`config.mk`:
```
export PLATFORM = sky130hd
export DESIGN_NAME = gap_ctrl
export DESIGN_NICKNAME = d
export VERILOG_FILES = /design/src/rtl/gap_ctrl_pkg.sv /design/src/rtl/gap_delay_line.sv /design/src/rtl/gap_ctrl.sv
export SDC_FILE = /design/constraint.sdc
export NUM_CORES = 1
export LEC_CHECK = 0
export ABC_AREA = 0
export CAP_MARGIN = 20
export CORE_UTILIZATION = 47
export DETAILED_ROUTE_END_ITERATION = 8
export PLACE_DENSITY = 0.74
export SYNTH_ARGS = -nofsm -noshare
export SYNTH_HDL_FRONTEND = slang
export SYNTH_SLANG_ARGS = --single-unit
```
`constraint.sdc`:
```
create_clock -name clk -period 1.4 [get_ports clk]
set_input_delay 0.35 -clock clk [delete_from_list [all_inputs] [get_ports clk]]
set_output_delay 0.35 -clock clk [all_outputs]
set_load 0.02 [all_outputs]
```
`src/rtl/gap_ctrl_pkg.sv`:
```
// Shared definitions for the global-average-pooling (GAP) controller.
package gap_ctrl_pkg;

    // Width of the adder/multiplier latency wait counters (latencies 1..8).
    localparam int unsigned LAT_CNT_W = 3;

    // Operand B value used on the first pixel of a frame.
    localparam logic [31:0] ZERO_SEED = 32'h0000_0000;

    // Controller states.
    typedef enum logic [2:0] {
        ST_IDLE  = 3'd0,
        ST_ACCUM = 3'd1,
        ST_DRAIN = 3'd2,
        ST_SCALE = 3'd3,
        ST_DONE  = 3'd4
    } gap_state_e;

    // Pixel counter width for an n-pixel frame; never narrower than one bit.
    function automatic int unsigned count_width(input int unsigned n);
        return (n <= 1) ? 1 : $clog2(n);
    endfunction

endpackage

```
`src/rtl/gap_delay_line.sv`:
```
// Resettable 1-bit shift register of configurable depth.
module gap_delay_line #(
    parameter int unsigned DEPTH = 1
) (
    input  logic clk,
    input  logic rst,
    input  logic din,
    output logic dout
);

    logic [DEPTH-1:0] sr;

    if (DEPTH == 1) begin : g_one
        // Single-stage delay.
        always_ff @(posedge clk) begin
            if (rst) sr <= '0;
            else     sr <= din;
        end
    end else begin : g_many
        // Shift din toward the MSB each cycle.
        always_ff @(posedge clk) begin
            if (rst) sr <= '0;
            else     sr <= {sr[DEPTH-2:0], din};
        end
    end

    assign dout = sr[DEPTH-1];

endmodule

```
`src/rtl/gap_ctrl.sv`:
```
// Global-average-pooling controller: sequences the accumulate / drain /
// scale / handshake phases around an external FP adder and multiplier.
// Optional feature: define GAP_CTRL_PROTO_ERR_EN to add the sticky
// Proto_Err output flagging upstream valid while a frame is being finished.
module gap_ctrl
    import gap_ctrl_pkg::*;
#(
    parameter int unsigned IMG_WIDTH  = 44,
    parameter int unsigned IMG_HEIGHT = 44,
    parameter int unsigned ADD_LAT    = 1,
    parameter int unsigned MUL_LAT    = 1
) (
    input  logic clk,
    input  logic rst,
    input  logic Valid_In,
    output logic Ready_Out,
    output logic Acc_Seed,
    output logic Acc_En,
    output logic Mul_Start,
    output logic Valid_Out,
    input  logic Ready_In,
    output logic [count_width(IMG_WIDTH*IMG_HEIGHT)-1:0] Pix_Count,
`ifdef GAP_CTRL_PROTO_ERR_EN
    output logic Proto_Err,
`endif
    output logic Busy
);

    localparam int unsigned N  = IMG_WIDTH * IMG_HEIGHT;
    localparam int unsigned CW = count_width(N);

    localparam bit                   SINGLE_PIX = (N == 1);
    localparam bit                   ADD_SINGLE = (ADD_LAT == 1);
    localparam logic [LAT_CNT_W-1:0] ADD_WAIT   = LAT_CNT_W'(ADD_LAT - 1);
    localparam logic [LAT_CNT_W-1:0] MUL_WAIT   = LAT_CNT_W'(MUL_LAT - 1);
    localparam logic [LAT_CNT_W-1:0] LAT_ONE    = LAT_CNT_W'(1);
    localparam logic [CW-1:0]        LAST_IDX   = CW'(N - 1);
    localparam logic [CW-1:0]        CNT_ONE    = CW'(1);

    gap_state_e           state;
    logic [LAT_CNT_W-1:0] space_cnt;
    logic [LAT_CNT_W-1:0] wait_cnt;
    logic                 xfer;

    // Upstream transfer strobe and zero-seed select for the first pixel.
    assign xfer     = Valid_In & Ready_Out;
    assign Acc_Seed = xfer & (state == ST_IDLE);

    // Accumulator load enable lines up with the adder result.
    gap_delay_line #(
        .DEPTH (ADD_LAT)
    ) u_acc_en_dly (
        .clk  (clk),
        .rst  (rst),
        .din  (xfer),
        .dout (Acc_En)
    );

    // Frame sequencer with registered handshake/control outputs.
    always_ff @(posedge clk) begin
        if (rst) begin
            state     <= ST_IDLE;
            Pix_Count <= '0;
            space_cnt <= '0;
            wait_cnt  <= '0;
            Mul_Start <= 1'b0;
            Valid_Out <= 1'b0;
            Busy      <= 1'b0;
            Ready_Out <= 1'b1;
        end else begin
            Mul_Start <= 1'b0;
            case (state)
                ST_IDLE: begin
                    if (xfer) begin
                        Pix_Count <= CNT_ONE;
                        Busy      <= 1'b1;
                        if (SINGLE_PIX) begin
                            state     <= ST_DRAIN;
                            wait_cnt  <= ADD_WAIT;
                            Ready_Out <= 1'b0;
                        end else begin
                            state     <= ST_ACCUM;
                            space_cnt <= ADD_WAIT;
                            Ready_Out <= ADD_SINGLE;
                        end
                    end
                end

                ST_ACCUM: begin
                    if (space_cnt != '0) begin
                        // Hold off until the previous add has landed.
                        space_cnt <= space_cnt - LAT_ONE;
                        if (space_cnt == LAT_ONE) Ready_Out <= 1'b1;
                    end else if (xfer) begin
                        if (Pix_Count == LAST_IDX) begin
                            state     <= ST_DRAIN;
                            wait_cnt  <= ADD_WAIT;
                            Ready_Out <= 1'b0;
                        end else begin
                            Pix_Count <= Pix_Count + CNT_ONE;
                            space_cnt <= ADD_WAIT;
                            Ready_Out <= ADD_SINGLE;
                        end
                    end
                end

                ST_DRAIN: begin
                    if (wait_cnt == '0) begin
                        state     <= ST_SCALE;
                        Mul_Start <= 1'b1;
                        wait_cnt  <= MUL_WAIT;
                    end else begin
                        wait_cnt <= wait_cnt - LAT_ONE;
                    end
                end

                ST_SCALE: begin
                    if (wait_cnt == '0) begin
                        state     <= ST_DONE;
                        Valid_Out <= 1'b1;
                    end else begin
                        wait_cnt <= wait_cnt - LAT_ONE;
                    end
                end

                ST_DONE: begin
                    if (Ready_In) begin
                        state     <= ST_IDLE;
                        Valid_Out <= 1'b0;
                        Pix_Count <= '0;
                        Busy      <= 1'b0;
                        Ready_Out <= 1'b1;
                    end
                end

                default: begin
                    state     <= ST_IDLE;
                    Pix_Count <= '0;
                    space_cnt <= '0;
                    wait_cnt  <= '0;
                    Valid_Out <= 1'b0;
                    Busy      <= 1'b0;
                    Ready_Out <= 1'b1;
                end
            endcase
        end
    end

`ifdef GAP_CTRL_PROTO_ERR_EN
    // Sticky flag: upstream offered data while a frame was being finished.
    always_ff @(posedge clk) begin
        if (rst) begin
            Proto_Err <= 1'b0;
        end else if (Valid_In && (state == ST_DRAIN || state == ST_SCALE ||
                                  state == ST_DONE)) begin
            Proto_Err <= 1'b1;
        end
    end
`endif

endmodule
```
* Word level (Yosys, flattened, before mapping)
Cells that the tools add are included.
Widths: inputs -> output; s select.
** Word-level totals
- Bits in registers :: 25
- Latch bits :: 0
- RAM bits :: 0
- Bits in read-only memories :: 0
- Input port bits :: 4
- Output and inout bits :: 17
- Logic and storage cells :: 91
- Memories kept :: 0
** Cells by class
- Add/subtract/negate cells :: 3
- $mul :: 0
- Divide/modulo/power cells :: 0
- $lt $le $gt $ge :: 0
- Eq/ne operators :: 18
- Shift-type cells :: 0
- Multiplexer cells :: 37
- Bitwise gates (word level) :: 8
- Reductions and logical operators :: 16
** Operators by type and width (number)
- $mux 11 :: 5
- $mux 3 :: 16
- $pmux 11 s4 :: 1
- $pmux 3 s5 :: 1
- $ne 2x2->1 const B :: 7
- $pmux 3 s4 :: 1
- $add 11x1->11 const B :: 1
- $eq 11x11->1 const B :: 1
- $reduce_and 5->1 :: 2
- $mux 1 :: 9
- $pmux 3 s3 :: 1
- $reduce_or 3->1 :: 3
- $reduce_and 7->1 :: 1
- $eq 3x1->1 const B :: 2
- $eq 3x2->1 const B :: 2
- $logic_not 3->1 :: 2
- $ne 3x3->1 const B :: 2
- $not 1->1 :: 6
- $pmux 1 s3 :: 2
- $reduce_and 3->1 :: 2
- $reduce_and 6->1 :: 1
- $reduce_or 2->1 :: 3
- $sub 3x1->3 const B :: 2
- $ne 2x1->1 const B :: 2
- other kinds (6) :: 7

* Depth between registers and ports, before layout
Gate-level depths: netlist (run 1).
- Depth in word-level cells :: 5
- Gate-level depth with buffers :: 7
- Mapped depth without buffers :: 7

* Modules after synthesis
From an unflattened synthesis (run 1), not the netlist that was laid out.
** Second synthesis, totals
- Cell total of the unflattened synthesis :: 171
- Area total of the unflattened synthesis :: 1348.8 µm²
** Modules (own cells, without submodules)
- gap_ctrl :: times used 1, cells an instance 169, area an instance 1315.0 µm², sequential area each 480.5 µm²
- gap_delay_line :: times used 1, cells an instance 2, area an instance 33.8 µm², sequential area each 20.0 µm²

* Worst setup path after synthesis (run 1)
Ideal clock, no wire load.
- Path kind :: reg2reg
- Start :: reg Pix_Count[0]
- End :: reg Ready_Out
- Library setup time :: 0.122 ns
- Arrival time :: 1.564 ns
- Required time :: 1.278 ns
- Slack :: -0.286 ns
- Cell stages (with the launch flop) :: 6
- Buffers on the path :: 0
- Period minus slack after synthesis :: 1.686 ns
- Path through :: dfxtp_1 -> ha_1 -> and4b_1 -> nand3_1 -> nand4b_1 -> a221o_1
** On the way
- Cells in the longest elaborated chain, start to end :: 5
** Ends and longest elaborated chain
- start, declared :: line gap_ctrl.sv:22 : output logic [count_width(IMG_WIDTH*IMG_HEIGHT)-1:0] Pix_Count,
- start signal, assigned :: line gap_ctrl.sv:100 : Pix_Count <= Pix_Count + CNT_ONE;
- $eq 11x11->1 :: line gap_ctrl.sv:95 : if (Pix_Count == LAST_IDX) begin
- $mux 1 :: line gap_ctrl.sv:95
- $mux 1 :: line gap_ctrl.sv:94 : end else if (xfer) begin
- $mux 1 :: line gap_ctrl.sv:90 : if (space_cnt != '0) begin
- $pmux 1 s4 :: line gap_ctrl.sv:72 : case (state)
- end signal, assigned :: line gap_ctrl.sv:93 : if (space_cnt == LAT_ONE) Ready_Out <= 1'b1;
- end signal, assigned :: line gap_ctrl.sv:98 : Ready_Out <= 1'b0;
- end signal, assigned :: line gap_ctrl.sv:102 : Ready_Out <= ADD_SINGLE;
- end, declared :: line gap_ctrl.sv:16 : output logic Ready_Out,
Every way passes these cells. The select of a mux whose other input is x is not followed.
A chain may end at the register's enable or synchronous reset.

* Worst setup path after layout (run 1)
- Start :: reg state[1]
- End :: reg Pix_Count[3]
** On the way
- Cells in the longest elaborated chain, start to end :: 4
- Elaborated cells between the ends (all ways) :: 14
- Those cells by class :: eq/ne: 9; mux: 1; bitwise: 1; reduce/logical: 3
** Ends and longest elaborated chain
- start, declared :: line gap_ctrl.sv:40 : gap_state_e state;
- start signal, assigned :: line gap_ctrl.sv:62 : state <= ST_IDLE;
- start signal, assigned :: line gap_ctrl.sv:78 : state <= ST_DRAIN;
- start signal, assigned :: line gap_ctrl.sv:82 : state <= ST_ACCUM;
- $eq 3x2->1 :: line gap_ctrl.sv:72
- $reduce_or 2->1 (no line)
- $not 1->1 (no line)
- $reduce_and 6->1 (no line)
Parallel ways exist; a longest one is shown, timed or not.

==> flow_metrics.env, run 1 <==
export IMPL_first_pass_iters=4
export IMPL_skew_ns=0.00466
export IMPL_crit_path_end_kind="flip-flop"
export IMPL_rows=19
export IMPL_cts_tree="yes"
export IMPL_holdWs_ns=0.476
export IMPL_fp_dieW_um=55.5
export IMPL_power_per_cell_area_nw_per_um2=658
export IMPL_path_class="flip-flop to flip-flop"
export IMPL_fin_nets=234
export IMPL_area_growth_syn_to_layout_pct=54.6
export IMPL_die_h_um=55.5
export IMPL_vias=1534
export IMPL_grt_pass1_vias=1381
export IMPL_cp_arrival_ns=1.87
export IMPL_rsz0062_at_grt="true"
export IMPL_status="finished, violations left"
export IMPL_diodes=0
export IMPL_crit_required_ns=1.63
export IMPL_synthesis_area_um2=1350
export IMPL_grt_max_degree=17
export IMPL_crit_fanout=8
export IMPL_ctsLongestPathBuffers=2
export IMPL_dp_worst_setup_slack_ns=-0.691
export IMPL_layout_setup_ws_ns=-0.243
export IMPL_post_route_util=0.762
export IMPL_clockRootBuffer="clkbuf_4"
export IMPL_die_area_um2=3080
export IMPL_grt_overflow=0
export IMPL_ant_nets=0
export IMPL_ys_flop_type="dfxtp_1"
export IMPL_drive_gt1_frac=0.465
export IMPL_wl_per_cell_um=16.1
export IMPL_async_flop_share=0
export IMPL_p_leak_nw=0.820
export IMPL_yosys_warnings=0
export IMPL_synthDistinctLibCells=46
export IMPL_nFillCells=179
export IMPL_worst_pin_slew_ns=0.493
export IMPL_dpl_cell_count=244
export IMPL_antenna_found_initial=0
export IMPL_clock_fmax_ghz=0.609
export IMPL_ios=21
export IMPL_hold_viol=0
export IMPL_drv_slew=0
export IMPL_start_util=0.492
export IMPL_cts_buffers=3
export IMPL_syn_nets=172
export IMPL_ys_seq_area_frac=0.372
export IMPL_fin_crit_ns=1.64
export IMPL_grt_first_pass_wirelength_um=6210
export IMPL_clkTransAtPathRegs_ns=0.14
export IMPL_synthCells=165
export IMPL_failed_checks="negative setup slack"
export IMPL_dpl_instance_area_um2=1880
export IMPL_synth_enable_flop_cells=0
export IMPL_instances_no_fill=257
export IMPL_core_um2=2730
export IMPL_fin_crit_sh=1.17
export IMPL_gp_congestion=0.849
export IMPL_io_buffers=20
export IMPL_vdd_drop_max_v=0.000689
export IMPL_tns_ns=-3.04
export IMPL_relSlewSlack=0.668
export IMPL_routed_via_density=5.97
export IMPL_detailed_place_hpwl_um=2670
export IMPL_final_setup_viol_count=19
export IMPL_synth_avg_cell_area_um2=8.16
export IMPL_crit_path_start_kind="flip-flop"
export IMPL_drc=0
export IMPL_grt_usage=0.251
export IMPL_drt_iter0_markers=80
export IMPL_routed_wl_um=4130
export IMPL_hp_class="flip-flop to flip-flop"
export IMPL_total_power_mw=1.37
export IMPL_cts_sinks=25
export IMPL_clk_insertion_delay_late_ns=0.33
export IMPL_synth_seq_cells=25
export IMPL_cts_max_level=1
export IMPL_stdcell_area_um2=2080
export IMPL_cap_violations=0
[critical path, cell delays in order (launching register included)]
cell	delay, ns
dfxtp_2	0.38
buf_8	0.14
nor3_4	0.06
a221oi_4	0.39
buf_4	0.19
a31oi_4	0.12
o21ai_1	0.17
o31ai_1	0.08
[placed cells by master, fill, tap and decap left out, types with 3 or more instances in the layout]
cell type,count
a21oi_1,6
a21oi_2,3
a31oi_1,5
buf_2,3
buf_4,40
clkbuf_2,3
clkbuf_4,3
clkdlybuf4s15_2,4
dfxtp_1,9
dfxtp_2,13
dfxtp_4,3
dlygate4sd2_1,6
inv_1,6
nand2_1,9
nand3_1,12
nand4_1,3
nor2_1,17
nor2b_1,3
o21ai_1,12
o21ai_2,3
o31ai_1,3
[worst paths after layout]
check                  from            to  slack, ns  cells after the start
setup / recovery   state[1]  Pix_Count[3]      -0.24                      7
hold / removal    Valid_Out     Valid_Out       0.48                      2
setup reg to reg   state[1]  Pix_Count[3]      -0.24                      7
hold reg to reg   Valid_Out     Valid_Out       0.48                      2
[flip-flops by register name, summed over array words and instances, names as in the netlist]
signal	cells
state	3
wait_cnt	3
Ready_Out	1
Pix_Count	11
space_cnt	3
u_acc_en_dly.dout	1
Valid_Out	1
Busy	1
Mul_Start	1
[timing repair]
item	4_1_cts	5_1_grt
endpoints found under the hold margin	0	0
gates resized for setup	61	31
cloned	0	0
endpoints found under the setup margin	37	28
pin swaps	13	13
setup buffers	6	4
hold buffers	0	0
[where the power goes]
| part | leakage [nW] | switching (mW) | internal (mW) |
|---|---|---|---|
| Combinational | 0.595 | 0.151 | 0.139 |
| Clock | 0.0150 | 0.229 | 0.112 |
| Sequential | 0.210 | 0.0163 | 0.723 |
[logic make-up (layout without fill, tap and decap cells)]
| family | count (synthesis) | in the layout | synth area share |
|---|---|---|---|
| adder cells (fa/ha/maj) | 3 | 3 | 0.0279 |
| AO/OA/AOI/OAI | 47 | 47 | 0.231 |
| multiplexers | 1 | 1 | 0.00836 |
| AND/OR/NAND/NOR | 76 | 76 | 0.315 |
| buffers and inverters | 13 | 74 | 0.0455 |
| flip-flops | 25 | 25 | 0.372 |
[Yosys cell counts (3+ instances only)]
| master | instances | area share |
|---|---|---|
| nand4_1 | 3 | 0.014 |
| and3_1 | 3 | 0.014 |
| nand2_1 | 10 | 0.028 |
| o21ai_1 | 6 | 0.022 |
| a21oi_1 | 9 | 0.033 |
| ha_1 | 3 | 0.028 |
| inv_1 | 7 | 0.020 |
| nand2b_1 | 3 | 0.014 |
| nand3_1 | 14 | 0.052 |
| nor2_1 | 18 | 0.050 |
| clkbuf_1 | 3 | 0.0084 |
| o31ai_1 | 3 | 0.017 |
| nor3_1 | 4 | 0.015 |
| dfxtp_1 | 25 | 0.37 |
| nor2b_1 | 4 | 0.019 |
| a31oi_1 | 6 | 0.028 |
| o21ai_0 | 11 | 0.041 |
[area by class of cell]
cell class / instances / area, um2 / share of cell area
Sequential cell: 25 / 528 / 0.254
Clock buffer: 4 / 26.3 / 0.0126
Multi-Input combinational cell: 127 / 952 / 0.457
Inverter: 7 / 26.3 / 0.0126
Timing Repair Buffer: 63 / 510 / 0.245
Tap cell: 31 / 38.8 / 0.0186
[routing by layer]
layer | routed length [um] | global-route usage
met1 | 1840 | 0.344
met3 | 188 | 0.0304
met2 | 1990 | 0.401
met5 | 0 | 0
met4 | 112 | 0.107
(Power assumes the default switching activity.)
==> run 2: changes to the inputs <==
--- a/config.mk
+++ b/config.mk
@@ -7,9 +7,12 @@
 export LEC_CHECK = 0
 export ABC_AREA = 0
 export CAP_MARGIN = 20
-export CORE_UTILIZATION = 47
+export CORE_MARGIN = 2
+export CORE_UTILIZATION = 55
 export DETAILED_ROUTE_END_ITERATION = 8
-export PLACE_DENSITY = 0.74
+export DONT_BUFFER_PORTS = 1
+export PLACE_DENSITY = 0.73
 export SYNTH_ARGS = -nofsm -noshare
 export SYNTH_HDL_FRONTEND = slang
 export SYNTH_SLANG_ARGS = --single-unit
+export TNS_END_PERCENT = 20
==> flow_metrics.env, run 2 (synthesis results as in run 1) <==
export IMPL_wl_per_cell_um=16.3
export IMPL_hold_depth=1
export IMPL_use_met2=0.463
export IMPL_cts_buffers=3
export IMPL_rsz0062_at_grt="true"
export IMPL_r2r_start="state[0]"
export IMPL_rows=17
export IMPL_first_pass_iters=4
export IMPL_hp_class="input pin to flip-flop"
export IMPL_drive_gt1_frac=0.433
export IMPL_area_growth_syn_to_layout_pct=42.9
export IMPL_diodes=0
export IMPL_antenna_found_initial=0
export IMPL_gr_max_usage_layer="met2"
export IMPL_crit_path_end_kind="flip-flop"
export IMPL_p_leak_nw=0.773
export IMPL_die_area_um2=2860
export IMPL_clkTransAtPathRegs_ns=0.14
export IMPL_globalRouteMet1Util=0.396
export IMPL_clockRootBuffer="clkbuf_4"
export IMPL_ctsHoldBuffers=0
export IMPL_failed_checks="negative setup slack"
export IMPL_fp_dieW_um=53.5
export IMPL_final_common_cell="buf_4"
export IMPL_routed_wl_um=3990
export IMPL_cap_violations=0
export IMPL_use_met3=0.0395
export IMPL_largest_reg_flops=11
export IMPL_relSlewSlack=0.751
export IMPL_status="finished, violations left"
export IMPL_routed_via_density=6.13
export IMPL_grt_usage=0.292
export IMPL_hold_path_startpoint="rst"
export IMPL_skew_ns=0.00565
export IMPL_reg2regPathDepth=6
export IMPL_worstHoldEndpoint="state[2]"
export IMPL_fin_nets=225
export IMPL_worst_pin_slew_ns=0.373
export IMPL_clock_fmax_ghz=0.612
export IMPL_regMostFlops="Pix_Count"
export IMPL_cts_sinks=25
export IMPL_tns_ns=-2.38
export IMPL_core_um2=2250
export IMPL_hold_viol=0
export IMPL_gp_congestion=0.876
export IMPL_ctsLongestPathBuffers=2
export IMPL_grt_first_pass_wirelength_um=6100
export IMPL_dpl_instance_area_um2=1740
export IMPL_vias=1503
export IMPL_cts_max_level=1
export IMPL_crit_fanout=5
export IMPL_regToRegSetupSlack_ns=-0.23
export IMPL_detailed_place_hpwl_um=2710
export IMPL_drt_iter0_markers=45
export IMPL_layout_common_cells="buf_4, dfxtp_1, nor2_1"
export IMPL_grt_max_degree=18
export IMPL_cts_tree="yes"
export IMPL_crit_required_ns=1.63
export IMPL_die_h_um=53.5
export IMPL_nFillCells=131
export IMPL_total_power_mw=1.32
export IMPL_start_util=0.597
export IMPL_grt_overflow=0
export IMPL_cp_arrival_ns=1.87
export IMPL_final_setup_viol_count=17
export IMPL_vdd_drop_max_v=0.000563
export IMPL_ant_nets=0
export IMPL_grt_pass1_vias=1366
export IMPL_fin_crit_sh=1.17
export IMPL_stdcell_area_um2=1920
export IMPL_crit_path_start_kind="flip-flop"
export IMPL_drc=0
export IMPL_clk_insertion_delay_late_ns=0.32
export IMPL_ios=21
export IMPL_fin_crit_ns=1.63
export IMPL_drv_slew=0
export IMPL_path_class="flip-flop to flip-flop"
export IMPL_worstReg2RegEnd="Pix_Count[3]"
export IMPL_power_per_cell_area_nw_per_um2=688
export IMPL_layout_setup_ws_ns=-0.235
export IMPL_io_buffers=0
-- run 2: report_power, final --
part	total (mW)	internal (mW)	switching [mW]	leakage [nW]
Combinational	0.253	0.124	0.129	0.548
Clock	0.332	0.107	0.225	0.0177
Sequential	0.738	0.720	0.0184	0.207
-- run 2: per-layer routing --
metal | up-vias | part of all wire
li1 | 720 | -
met1 | 710 | 0.43
met2 | 63 | 0.49
met3 | 10 | 0.064
met4 | 0 | 0.014
met5 | - | 0
-- run 2: final cells by class --
type / count / area (um2) / share of cell area
timing repair buffer: 54 / 417 / 0.217
sequential: 25 / 524 / 0.272
multi-input combinational: 127 / 895 / 0.465
tap: 28 / 35.0 / 0.0182
inverter: 7 / 26.3 / 0.0137
clock buffer: 3 / 22.5 / 0.0117
clock inverter: 1 / 5.00 / 0.00260
-- run 2: timing repair --
item / CTS / global route
pin swaps: 7 / 4
buffers inserted: 9 / 1
resized for setup: 18 / 10
endpoints found under the setup margin: 17 / 22
-- run 2: worst max-delay path by stage --
stage | end | start | slack [ns]
finish | Pix_Count[3] | state[0] | -0.23
detailed placement | Pix_Count[0] | state[2] | -0.16
global placement | Pix_Count[8] | state[2] | -0.12
global route | Pix_Count[4] | state[0] | -0.29
floorplan | Pix_Count[0] | state[1] | -0.04
CTS | Acc_Seed | state[2] | -0.19
-- run 2: metrics by stage --
| stage | hold slack, ns | std cells | setup WS (ns) | utilization |
|---|---|---|---|---|
| floorplan | 0.444 | 165 | -0.0436 | - |
| global placement | 0.412 | 231 | -0.122 | 0.773 |
| detailed placement | 0.414 | 231 | -0.158 | 0.773 |
| CTS | 0.0601 | 244 | -0.188 | 0.839 |
| global route | 0.0401 | 245 | -0.293 | 0.853 |
| finish | 0.0627 | 245 | -0.235 | 0.853 |
-- run 2: critical path, cell delays in order (launching register included) --
cell and delay [ns]:
dfxtp_4 0.40, nor3b_4 0.35, nand4_1 0.26, a31oi_2 0.20, buf_4 0.18, o21ai_2 0.08, o31ai_1 0.07
==> run 3: changes to the inputs <==
--- a/config.mk
+++ b/config.mk
@@ -12,6 +12,7 @@
 export DETAILED_ROUTE_END_ITERATION = 8
 export DONT_BUFFER_PORTS = 1
 export PLACE_DENSITY = 0.73
+export SLEW_MARGIN = 15
 export SYNTH_ARGS = -nofsm -noshare
 export SYNTH_HDL_FRONTEND = slang
 export SYNTH_SLANG_ARGS = --single-unit
==> results of run 3 <==
No change in the layout: final DEF, timing and power equal those of run 2.
